`config.mk`:
```
export PLATFORM = sky130hd
export DESIGN_NAME = sdram_line_client_flat
export DESIGN_NICKNAME = d
export VERILOG_FILES = /design/src/rtl/sdram_line_client_if.sv /design/src/rtl/sdram_line_client.sv /design/src/flat_wrapper.sv
export SDC_FILE = /design/constraint.sdc
export NUM_CORES = 1
export LEC_CHECK = 0
export CAP_MARGIN = 20
export CORE_MARGIN = 4
export CORE_UTILIZATION = 42
export DETAILED_ROUTE_END_ITERATION = 16
export PLACE_DENSITY = 0.67
export SETUP_SLACK_MARGIN = 0.5
export SLEW_MARGIN = 20
export SYNTH_ARGS = -nofsm -noshare
export SYNTH_HDL_FRONTEND = slang
export SYNTH_SLANG_ARGS = --single-unit
```
`constraint.sdc`:
```
create_clock -name clk -period 6.05 [get_ports clk]
set_clock_uncertainty 0.2 [all_clocks]
set_input_delay 0.605 -clock clk [delete_from_list [all_inputs] [get_ports clk]]
set_output_delay 0.605 -clock clk [all_outputs]
set_load 0.05 [all_outputs]
```
`src/rtl/sdram_line_client_if.sv`:
```
// Bundle of the CPU-side request port and the SDRAM line-controller port.
// slave is the view of sdram_line_client; master is the view of the CPU and SDRAM side.
`timescale 1ns/1ps
interface sdram_line_client_if;
    typedef struct packed {
        logic [15:0] w7, w6, w5, w4, w3, w2, w1, w0;
    } sdram_8_wd_t;

    logic [31:0] cpu_addr;
    logic        cpu_wr;
    logic        cpu_rd;
    logic        cpu_valid;
    logic [31:0] cpu_wdata;
    logic [3:0]  cpu_be;
    logic [31:0] cpu_rdata;
    logic        cpu_done;

    logic [23:0] mem_addr;
    logic        mem_wr;
    logic        mem_rd;
    logic        mem_valid;
    sdram_8_wd_t mem_line_out;
    sdram_8_wd_t mem_line_in;
    logic        mem_done;
    logic        mem_init_done;

    modport master (
        output cpu_addr, cpu_wr, cpu_rd, cpu_valid, cpu_wdata, cpu_be,
        input  cpu_rdata, cpu_done,
        input  mem_addr, mem_wr, mem_rd, mem_valid, mem_line_out,
        output mem_line_in, mem_done, mem_init_done
    );

    modport slave (
        input  cpu_addr, cpu_wr, cpu_rd, cpu_valid, cpu_wdata, cpu_be,
        output cpu_rdata, cpu_done,
        output mem_addr, mem_wr, mem_rd, mem_valid, mem_line_out,
        input  mem_line_in, mem_done, mem_init_done
    );
endinterface

```
`src/rtl/sdram_line_client.sv`:
```
// Single-line, write-through, read-modify-write buffer between the CPU data port
// and the SDRAM line controller.
`timescale 1ns/1ps
module sdram_line_client (
    input  logic                clk,
    input  logic                rst,
    sdram_line_client_if.slave  bus
);
    localparam int DATA_W = 32;
    localparam int LINE_W = 128;
    localparam int TAG_W  = 21;

    typedef enum logic [2:0] {IDLE, FILL, MERGE, WB, RESP} state_t;

    state_t              state, state_nxt;
    logic [LINE_W-1:0]   line, line_nxt;
    logic [TAG_W-1:0]    line_tag, tag_nxt;
    logic                line_vld, vld_nxt;
    logic                mem_valid_r, mem_valid_nxt;
    logic                mem_wr_r, mem_wr_nxt;
    logic                mem_rd_r, mem_rd_nxt;
    logic [23:0]         mem_addr_r, mem_addr_nxt;
    logic [LINE_W-1:0]   mem_line_r, mem_line_nxt;

    logic [TAG_W-1:0]    cpu_tag;
    logic [1:0]          word_k;
    logic                req, hit;
    logic [LINE_W-1:0]   merged;
    logic [23:0]         line_addr;
    logic                unused_addr_bits;

    // Word k occupies bits [32k+31:32k]; byte b of the word is bits [32k+8b+7:32k+8b].
    function automatic logic [LINE_W-1:0] merge_bytes(input logic [LINE_W-1:0] l,
                                                      input logic [1:0] k,
                                                      input logic [DATA_W-1:0] wdata,
                                                      input logic [3:0] be);
        logic [LINE_W-1:0] r;
        r = l;
        for (int b = 0; b < 4; b++) begin
            if (be[b]) r[int'(k) * 32 + b * 8 +: 8] = wdata[b * 8 +: 8];
        end
        return r;
    endfunction

    function automatic logic [DATA_W-1:0] sel_word(input logic [LINE_W-1:0] l,
                                                   input logic [1:0] k);
        return l[int'(k) * 32 +: 32];
    endfunction

    assign cpu_tag          = bus.cpu_addr[24:4];
    assign word_k           = bus.cpu_addr[3:2];
    assign line_addr        = {cpu_tag, 3'b000};
    assign req              = bus.cpu_valid && (bus.cpu_wr || bus.cpu_rd) && bus.mem_init_done;
    assign hit              = line_vld && (line_tag == cpu_tag);
    assign merged           = merge_bytes(line, word_k, bus.cpu_wdata, bus.cpu_be);
    assign unused_addr_bits = ^{bus.cpu_addr[31:25], bus.cpu_addr[1:0]};

    always_comb begin
        state_nxt     = state;
        line_nxt      = line;
        tag_nxt       = line_tag;
        vld_nxt       = line_vld;
        mem_valid_nxt = mem_valid_r;
        mem_wr_nxt    = mem_wr_r;
        mem_rd_nxt    = mem_rd_r;
        mem_addr_nxt  = mem_addr_r;
        mem_line_nxt  = mem_line_r;
        case (state)
            IDLE: begin
                if (req) begin
                    if (hit && bus.cpu_wr) begin
                        line_nxt      = merged;
                        mem_valid_nxt = 1'b1;
                        mem_wr_nxt    = 1'b1;
                        mem_rd_nxt    = 1'b0;
                        mem_addr_nxt  = line_addr;
                        mem_line_nxt  = merged;
                        state_nxt     = WB;
                    end else if (hit) begin
                        state_nxt     = RESP;
                    end else begin
                        mem_valid_nxt = 1'b1;
                        mem_wr_nxt    = 1'b0;
                        mem_rd_nxt    = 1'b1;
                        mem_addr_nxt  = line_addr;
                        state_nxt     = FILL;
                    end
                end
            end
            FILL: begin
                if (bus.mem_done) begin
                    line_nxt      = bus.mem_line_in;
                    tag_nxt       = cpu_tag;
                    vld_nxt       = 1'b1;
                    mem_valid_nxt = 1'b0;
                    mem_rd_nxt    = 1'b0;
                    state_nxt     = bus.cpu_wr ? MERGE : RESP;
                end
            end
            // mem_valid is low for this cycle, separating the fill from the write-back.
            MERGE: begin
                line_nxt      = merged;
                mem_valid_nxt = 1'b1;
                mem_wr_nxt    = 1'b1;
                mem_rd_nxt    = 1'b0;
                mem_addr_nxt  = line_addr;
                mem_line_nxt  = merged;
                state_nxt     = WB;
            end
            WB: begin
                if (bus.mem_done) begin
                    mem_valid_nxt = 1'b0;
                    mem_wr_nxt    = 1'b0;
                    state_nxt     = RESP;
                end
            end
            RESP:    state_nxt = IDLE;
            default: state_nxt = IDLE;
        endcase
    end

    always_ff @(posedge clk) begin
        if (rst) begin
            state       <= IDLE;
            line        <= '0;
            line_tag    <= '0;
            line_vld    <= 1'b0;
            mem_valid_r <= 1'b0;
            mem_wr_r    <= 1'b0;
            mem_rd_r    <= 1'b0;
            mem_addr_r  <= '0;
            mem_line_r  <= '0;
        end else begin
            state       <= state_nxt;
            line        <= line_nxt;
            line_tag    <= tag_nxt;
            line_vld    <= vld_nxt;
            mem_valid_r <= mem_valid_nxt;
            mem_wr_r    <= mem_wr_nxt;
            mem_rd_r    <= mem_rd_nxt;
            mem_addr_r  <= mem_addr_nxt;
            mem_line_r  <= mem_line_nxt;
        end
    end

    assign bus.mem_valid    = mem_valid_r;
    assign bus.mem_wr       = mem_wr_r;
    assign bus.mem_rd       = mem_rd_r;
    assign bus.mem_addr     = mem_addr_r;
    assign bus.mem_line_out = mem_line_r;
    assign bus.cpu_done     = (state == RESP);
    assign bus.cpu_rdata    = (state == RESP) ? sel_word(line, word_k) : '0;
endmodule
```
`src/flat_wrapper.sv`:
```
// flat-port wrapper written by rule: the top's interface ports become plain ports
module sdram_line_client_flat 
  (clk, rst, bus_cpu_addr, bus_cpu_wr, bus_cpu_rd, bus_cpu_valid, bus_cpu_wdata, bus_cpu_be, bus_cpu_rdata, bus_cpu_done, bus_mem_addr, bus_mem_wr, bus_mem_rd, bus_mem_valid, bus_mem_line_out, bus_mem_line_in, bus_mem_done, bus_mem_init_done);
  sdram_line_client_if bus_i ();
  input  logic clk;
  input  logic rst;
  input wire logic [$bits(bus_i.cpu_addr)-1:0] bus_cpu_addr;
  input wire logic [$bits(bus_i.cpu_wr)-1:0] bus_cpu_wr;
  input wire logic [$bits(bus_i.cpu_rd)-1:0] bus_cpu_rd;
  input wire logic [$bits(bus_i.cpu_valid)-1:0] bus_cpu_valid;
  input wire logic [$bits(bus_i.cpu_wdata)-1:0] bus_cpu_wdata;
  input wire logic [$bits(bus_i.cpu_be)-1:0] bus_cpu_be;
  output wire logic [$bits(bus_i.cpu_rdata)-1:0] bus_cpu_rdata;
  output wire logic [$bits(bus_i.cpu_done)-1:0] bus_cpu_done;
  output wire logic [$bits(bus_i.mem_addr)-1:0] bus_mem_addr;
  output wire logic [$bits(bus_i.mem_wr)-1:0] bus_mem_wr;
  output wire logic [$bits(bus_i.mem_rd)-1:0] bus_mem_rd;
  output wire logic [$bits(bus_i.mem_valid)-1:0] bus_mem_valid;
  output wire logic [$bits(bus_i.mem_line_out)-1:0] bus_mem_line_out;
  input wire logic [$bits(bus_i.mem_line_in)-1:0] bus_mem_line_in;
  input wire logic [$bits(bus_i.mem_done)-1:0] bus_mem_done;
  input wire logic [$bits(bus_i.mem_init_done)-1:0] bus_mem_init_done;
  assign bus_i.cpu_addr = bus_cpu_addr;
  assign bus_i.cpu_wr = bus_cpu_wr;
  assign bus_i.cpu_rd = bus_cpu_rd;
  assign bus_i.cpu_valid = bus_cpu_valid;
  assign bus_i.cpu_wdata = bus_cpu_wdata;
  assign bus_i.cpu_be = bus_cpu_be;
  assign bus_cpu_rdata = bus_i.cpu_rdata;
  assign bus_cpu_done = bus_i.cpu_done;
  assign bus_mem_addr = bus_i.mem_addr;
  assign bus_mem_wr = bus_i.mem_wr;
  assign bus_mem_rd = bus_i.mem_rd;
  assign bus_mem_valid = bus_i.mem_valid;
  assign bus_mem_line_out = bus_i.mem_line_out;
  assign bus_i.mem_line_in = bus_mem_line_in;
  assign bus_i.mem_done = bus_mem_done;
  assign bus_i.mem_init_done = bus_mem_init_done;
  sdram_line_client u_core (.clk(clk), .rst(rst), .bus(bus_i));
endmodule
```
* After elaboration in Yosys (flattened, before gate mapping) *
Cells that the tools add are included.

word-level totals
  register bits = 308
  bits of input ports = 203
  word-level logic and storage cells = 92

operators by class
  $add $sub $neg = 7
  eq/ne operators = 11
  shift operators = 9
  muxes and demuxes = 37
  reduce and logical (&&, ||, !) cells = 19

operators by type and width
  kind                                                                      number
  128-bit 2-to-1 mux                                                        7
  128-bit bitwise mux                                                       4
  8-bit by 33-bit variable shift with 128-bit output, first input constant  4
  8-bit by 33-bit variable part select with 128-bit output                  4
  128-bit case mux with 3 select lines                                      1
  128-bit case mux with 2 select lines                                      1
  128-bit by 8-bit variable part select with 32-bit output                  1
  32-bit negator with 33-bit output                                         3
  24-bit 2-to-1 mux                                                         3
  24-bit case mux with 2 select lines                                       1
  7-bit negator with 33-bit output                                          1
  32-bit 2-to-1 mux                                                         1
  21-bit equality test                                                      1
  3-bit 2-to-1 mux                                                          6
  7-bit by 5-bit adder with 8-bit output, second input constant             2
  4-bit AND reduction                                                       4
  3-bit case mux with 4 select lines                                        1
  1-bit 2-to-1 mux                                                          9
  1-bit case mux with 3 select lines                                        3
  3-bit AND reduction                                                       3
  3-bit nonzero test                                                        3
  7-bit by 4-bit adder with 8-bit output, second input constant             1
  3-bit by 2-bit equality test with 1-bit output, second input constant     2
  2-bit by 1-bit != test with 1-bit output, second input constant           3
  10 further kinds                                                          14

* Longest topological paths before layout *
Gate-level depths: netlist (run 1).

  depth in word-level cells = 13
  gate-level depth with buffers = 11

* Least setup slack after synthesis (run 1) *
Ideal clock, no wire load.

  path type = in2reg
  start point = input bus_cpu_addr[2]
  end point = register u_core.line[7]
  setup time = 128 ps
  arrival = 2761 ps
  data required time = 5722 ps
  slack = 2961 ps
  stages on the path = 11
  buffers on the path = 4
  cell sequence = buf_1 > buf_2 > inv_1 > ha_1 > clkbuf_1 > inv_1 > clkbuf_1 > a32oi_1 > o21ai_0 > mux2i_1 > nor2_1

on the way
  longest elaborated chain between the ends = 13

RTL lines
  element                                                                    RTL line                  source
  from (decl)                                                                flat_wrapper.sv:7         input wire logic [$bits(bus_i.cpu_addr)-1:0] bus_cpu_addr;
  branches (longest 9 deep; another with 32-bit negator with 33-bit output)  -
  128-bit 2-to-1 mux (*)                                                     sdram_line_client.sv:40   if (be[b]) r[int'(k) * 32 + b * 8 +: 8] = wdata[b * 8 +: 8];
  128-bit 2-to-1 mux                                                         sdram_line_client.sv:71   if (hit && bus.cpu_wr) begin
  128-bit 2-to-1 mux                                                         sdram_line_client.sv:70   if (req) begin
  128-bit case mux with 3 select lines (*)                                   sdram_line_client.sv:68   case (state)
  to (signal assigned)                                                       sdram_line_client.sv:135  line <= line_nxt;
  to (decl)                                                                  sdram_line_client.sv:16   logic [LINE_W-1:0] line, line_nxt;

Mark *: on every way between the ends. The select of a mux whose other input is x is not followed.
A chain may end at the register's enable or synchronous reset.

* Final worst setup path (run 1) *
  start point = register u_core.state[0]
  end point = output bus_cpu_rdata[28]

on the way
  longest elaborated chain between the ends = 2

RTL lines
  element                 RTL line                  source
  from (decl)             sdram_line_client.sv:15   state_t state, state_nxt;
  from (signal assigned)  sdram_line_client.sv:134  state <= state_nxt;
  3-bit equality test     sdram_line_client.sv:152  assign bus.cpu_rdata = (state == RESP) ? sel_word(line, word_k) : '0;
  32-bit 2-to-1 mux       sdram_line_client.sv:152
  to (decl)               flat_wrapper.sv:13        output wire logic [$bits(bus_i.cpu_rdata)-1:0] bus_cpu_rdata;

No other way between the ends.

==> results.cfg, run 1 <==
[logic_synthesis]
synthTopCellsByCount = 305 x dfxtp_1, 193 x nand2_1, 172 x nor2_1, 149 x mux2i_1, 128 x o21ai_0
ys_seq_area_share_pct = 38.1
syn_area_per_cell_sq_um = 9.72
synth.distinct_cells = 48
ys_seq_elements = 305
ys.warnings.count = 0
synth-edff-count = 0
synth_ff_type = dfxtp_1
synth.top_cell.area_share_pct = 38.1
async_flop_share_pct = 0
yosysMostFrequentCell = dfxtp_1
syn-cell-area_sq_um = 16000
yosysTopAreaCell = dfxtp_1
syn_inst = 1648
yosys-top-cells-area = dfxtp_1 38%, a211oi_2 9.4%, mux2i_1 9.3%

[floorplanning]
die_w_microns = 203
die-area_sq_um = 41300
die_h_microns = 203
io_pins = 391
row_count = 71
core-area_sq_um = 37700
start_util_pct = 42.5

[detailed_routing]
drtIter0Drc = 1172
avgRoutedWirePerCell_microns = 22.6
vias = 14203
wirelength_microns = 55800
route.detailed.drc = 0
ant_nets = 0
viasPerCell = 5.75
drt_pre_antenna_iters = 7

[global_routing]
overflow = 0
grt_start_max_net_pins = 164
grt_use_total_pct = 25.9
grt_pass1_vias = 14256
grt_pass1_wl_microns = 85600
antenna_found_initial = 4

[critical_path]
slowest_stage = nor2_4
critPathLaunch = u_core.state[0]$_SDFFE_PP0P_
cp_cell_sequence = nor2_4 -> and3_1 -> clkdlybuf4s50_1
start_kind = register
slowest_delay_ns = 0.91
critical_path.max_fanout = 33
crit_path_end_kind = output port
crit_type = reg2out
rr_startpoint = u_core.line_tag[14]$_SDFFE_PP0P_
crit_required_ns = 5.24
crit_arrival_ns = 3.08

[cts]
cts_tree = yes
cts-buffers-inserted = 36
clkSlewWorstSetupHoldPaths_ns = 0.06
clk_latency_ns = 0.52
postCtsSetupBuffers = 0
hold_buffers = 0
cts_max_level = 2
cts-resized-gates = 0
cts_buffer_depth = 3
cts_sinks = 305
clk_root_buffer_cell = clkbuf_16

[timing]
finalCritPeriodShare_pct = 64.3
max_freq_mhz = 257
finalHoldViolations = 0
final.min_clock_period_ns = 3.89
drv_slew = 0
tns_ns = 0
rsz0062_at_grt = no
setup_viol = 0
max-slew-margin-rel_pct = 17.2
worst_pin_slew_ns = 1.24

[run]
cap_violations = 0

[power]
p_leak_nw = 6.72
powerDensity_nw_per_um2 = 243
fin_total_pwr_mw = 5.04
vdd_drop_max_uv = 170

[placement]
gp_congestion = 0.838
placed_cells = 2407
hpwl_microns = 36600
place.port_buffers = 378
placed_area_sq_um = 19600

[finish]
drive_above_1_share_pct = 18.4
final_nets = 2142
final_area_sq_um = 20800
stdcell_count = 2469
area_growth_pct = 29.7

[worst_hold_path]
hold_path.class = reg2reg
min_from = u_core.bus.mem_valid$_SDFFE_PP0P_

[run_status]
status = finished, final reports clean
## critical path, delay by kind of cell (launching register included)
kind	cells	cell delay, ns
buf+inv	1	0.83
flops	1	0.45
simple gates	2	1.27
## worst paths after layout
kind | depth (start not counted) | to | slack, ns
max | 3 | bus_cpu_rdata[28] | 2.16
min | 1 | u_core.bus.mem_valid$_SDFFE_PP0P_ | 0.26
max reg2reg | 7 | u_core.bus.mem_line_out[54]$_SDFFE_PP0P_ | 2.78
min reg2reg | 1 | u_core.bus.mem_valid$_SDFFE_PP0P_ | 0.26
## per-stage QoR
stage / hold slack [ns] / setup slack, ns / utilization, %
2_1_floorplan: 0.248 / 2.96 / -
3_3_place_gp: 0.253 / 1.98 / 52.1
3_5_place_dp: 0.255 / 1.83 / 52.1
4_1_cts: 0.266 / 2.16 / 55.1
5_1_grt: 0.281 / 2.08 / 55.2
6_report: 0.264 / 2.16 / 55.2
## power breakdown
| part | leakage, nW | internal (mW) | switching (mW) |
|---|---|---|---|
| clock | 0.563 | 1.27 | 0.865 |
| sequential | 2.47 | 2.06 | 0.0373 |
| combinational | 3.69 | 0.313 | 0.503 |
| total | 6.72 | 3.64 | 1.41 |
## cell families after synthesis
| group | synth area share [%] |
|---|---|
| flops | 38.1 |
| mux | 13.8 |
| buf+inv | 6.60 |
| simple gates | 11.3 |
| fa+ha+maj | 0.391 |
| other cells | 0.0234 |
| compound gates | 28.7 |
| xor+xnor | 1.09 |
## layout by cell type (no fill, tap or decap), types with 3 or more instances in the layout
master / n
a21o_1: 3
nor3_1: 5
nand2b_1: 7
inv_1: 6
dfxtp_1: 304
mux4_2: 32
nor2_1: 169
nor2_4: 3
buf_12: 5
nand2_1: 193
xor2_1: 19
a32oi_1: 32
o21ai_0: 128
clkinv_2: 4
a211oi_1: 9
clkbuf_1: 7
nor4_2: 3
a211oi_2: 120
and3_1: 33
buf_4: 13
mux2i_1: 149
clkdlybuf4s50_1: 375
clkbuf_16: 37
clkbuf_8: 9
a22oi_1: 97
a21oi_2: 120
conb_1: 3
a21oi_1: 33
ha_1: 5
## final cells by class
| class | count | area [sq um] |
|---|---|---|
| Tap cell | 511 | 639 |
| Sequential cell | 305 | 6110 |
| Inverter | 6 | 22.5 |
| Antenna cell | 2 | 5.00 |
| Clock buffer | 53 | 1080 |
| Fill cell | 3444 | 16900 |
| Multi-Input combinational cell | 1190 | 8890 |
| Clock inverter | 7 | 66.3 |
| Timing Repair Buffer | 395 | 3970 |
## per-layer routing
layer | global-route usage, % | up-vias | routed length (microns)
li1 | - | 6607 | -
met1 | 34.8 | 6936 | 24200
met2 | 42.1 | 559 | 26000
met3 | 5.61 | 97 | 4020
met4 | 7.47 | 4 | 1550
met5 | 0 | - | 25
## state kept, by name, indices dropped and copies added (netlist names), 3 cells and up
signal                   cells
u_core.bus.mem_line_out    128
u_core.state                 3
u_core.line                128
u_core.bus.mem_addr         21
u_core.line_tag             21
Power figures use the tool's default switching activity.
==> run 2, diff against run 1 <==
- PLACE_DENSITY: 0.67 -> 0.69
- clock period: 6.05 -> 3.45 ns (I/O delays scaled with it)
==> results.cfg, run 2 (synthesis gave the netlist of run 1 again) <==
[detailed_routing]
vias = 14408
route.detailed.drc = 0
viasPerCell = 5.71
drt_pre_antenna_iters = 6
ant_nets = 0
drtIter0Drc = 1081
avgRoutedWirePerCell_microns = 21.9
wirelength_microns = 55400

[timing]
final.min_clock_period_ns = 2.91
finalCritPeriodShare_pct = 84.3
finalHoldViolations = 0
tns_ns = 0
max_freq_mhz = 344
worst_pin_slew_ns = 0.933
drv_slew = 0
rsz0062_at_grt = no
max-slew-margin-rel_pct = 37.3
setup_viol = 0

[floorplanning]
die_h_microns = 203
core-area_sq_um = 37700
die-area_sq_um = 41300
row_count = 71
io_pins = 391
die_w_microns = 203
start_util_pct = 42.5

[critical_path]
rr_startpoint = u_core.state[1]$_SDFFE_PP0P_
crit_path_end_kind = output port
crit_type = reg2out
r2r_slack_ns = 0.66
crit_arrival_ns = 2.36
critical_path.max_fanout = 33
crit_required_ns = 2.90
reg2reg_to = u_core.bus.mem_addr[16]$_SDFFE_PP0P_
start_kind = register
ff2ff_path_depth = 7

[finish]
multi_input_area_sq_um = 8890
regArea_sq_um = 6110
final_area_sq_um = 21300
final_nets = 2193
fill_cells = 3332
area_growth_pct = 32.9
final_common_cell = clkdlybuf4s50_1
final_cell_mix = 342 x clkdlybuf4s50_1, 304 x dfxtp_1, 193 x nand2_1
drive_above_1_share_pct = 21.1

[placement]
hpwl_microns = 38000
place.port_buffers = 378
placed_area_sq_um = 20200
gp_congestion = 0.855

[run]
cap_violations = 0

[global_routing]
antenna_found_initial = 6
grt_pass1_wl_microns = 84300
grt_start_max_net_pins = 135
grt_pass1_vias = 14382
overflow = 0
grt_use_total_pct = 25.4

[power]
power.share.clock_pct = 40.6
p_leak_nw = 7.09
switchingPower_mw = 2.41
p_comb_share_pct = 17.1
seq_power_share_pct = 42.3
intPower_mw = 6.27
powerDensity_nw_per_um2 = 408
p_sw_share_pct = 27.8
vdd_drop_max_uv = 258

[cts]
cts_sinks = 305
clkSlewWorstSetupHoldPaths_ns = 0.06
hold_buffers = 0
cts_tree = yes
clk_latency_ns = 0.52
clk_root_buffer_cell = clkbuf_16
cts_max_level = 2
cts_buffer_depth = 3
cts-buffers-inserted = 34

[run_status]
status = finished, final reports clean

[worst_hold_path]
holdPathStages = 2
holdPathEnd = u_core.state[0]$_SDFFE_PP0P_
hold_path.class = in2reg
min_from = rst
-- run 2: stage by stage --
stage          std cells  hold WS, ns  util [%]  power [mW]  setup slack [ns]
6_report            2524        0.110      56.5        8.68             0.542
5_1_grt             2524        0.122      56.5        9.00             0.500
4_1_cts             2518       0.0955      56.5        8.75             0.261
3_5_place_dp        2460        0.261      53.7        5.22             0.175
3_3_place_gp        2460        0.252      53.7        5.21             0.175
2_1_floorplan       1650        0.248         -        4.63             0.621
-- run 2: area by class of cell --
type                    count  area share, %
diodes                      6         0.0705
clock buffers              52           4.88
well taps                 511           3.00
multi-input cells        1190           41.8
inverters                   6          0.106
clock inverters             6          0.159
flip-flops and latches    305           28.7
repair buffers            448           21.3
-- run 2: layer usage --
layer	part of all wire [%]	global-route usage, %
met3	6.8	4.58
met4	3.3	9.27
met1	43	34.3
met5	0	0
met2	47	40.9
-- run 2: power by group through the flow --
| stage | logic (mW) | clock network [mW] | registers [mW] |
|---|---|---|---|
| after floorplan | 0.683 | 0 | 3.95 |
| after global routing | 1.56 | 3.75 | 3.68 |
| after CTS | 1.48 | 3.60 | 3.67 |
| after global placement | 1.46 | 0 | 3.75 |
| after detailed placement | 1.47 | 0 | 3.75 |
| final | 1.48 | 3.53 | 3.67 |
-- run 2: critical path, stage by stage (launching register included) --
cell             delay, ns
dfxtp_1               0.45
nor2_4                0.15
buf_4                 0.43
and3_1                0.29
clkdlybuf4s15_1       0.52
-- run 2: worst max-delay path by stage --
stage,depth (start not counted),to,startpoint,slack [ns]
after floorplan,11,u_core.line[7]$_SDFFE_PP0P_,bus_cpu_addr[2],0.62
after global placement,9,u_core.bus.mem_line_out[84]$_SDFFE_PP0P_,bus_cpu_addr[18],0.17
after detailed placement,9,u_core.bus.mem_line_out[121]$_SDFFE_PP0P_,bus_cpu_addr[18],0.17
after CTS,4,bus_cpu_rdata[24],u_core.state[0]$_SDFFE_PP0P_,0.26
after global routing,4,bus_cpu_rdata[28],u_core.state[0]$_SDFFE_PP0P_,0.50
final,4,bus_cpu_rdata[28],u_core.state[0]$_SDFFE_PP0P_,0.54
-- run 2: timing repair --
action	4_1_cts	5_1_grt
pin swaps	0	0
buffers inserted	0	0
cloned	0	0
hold endpoints to repair	0	0
endpoints found under the setup margin	30	27
resized for setup	30	37
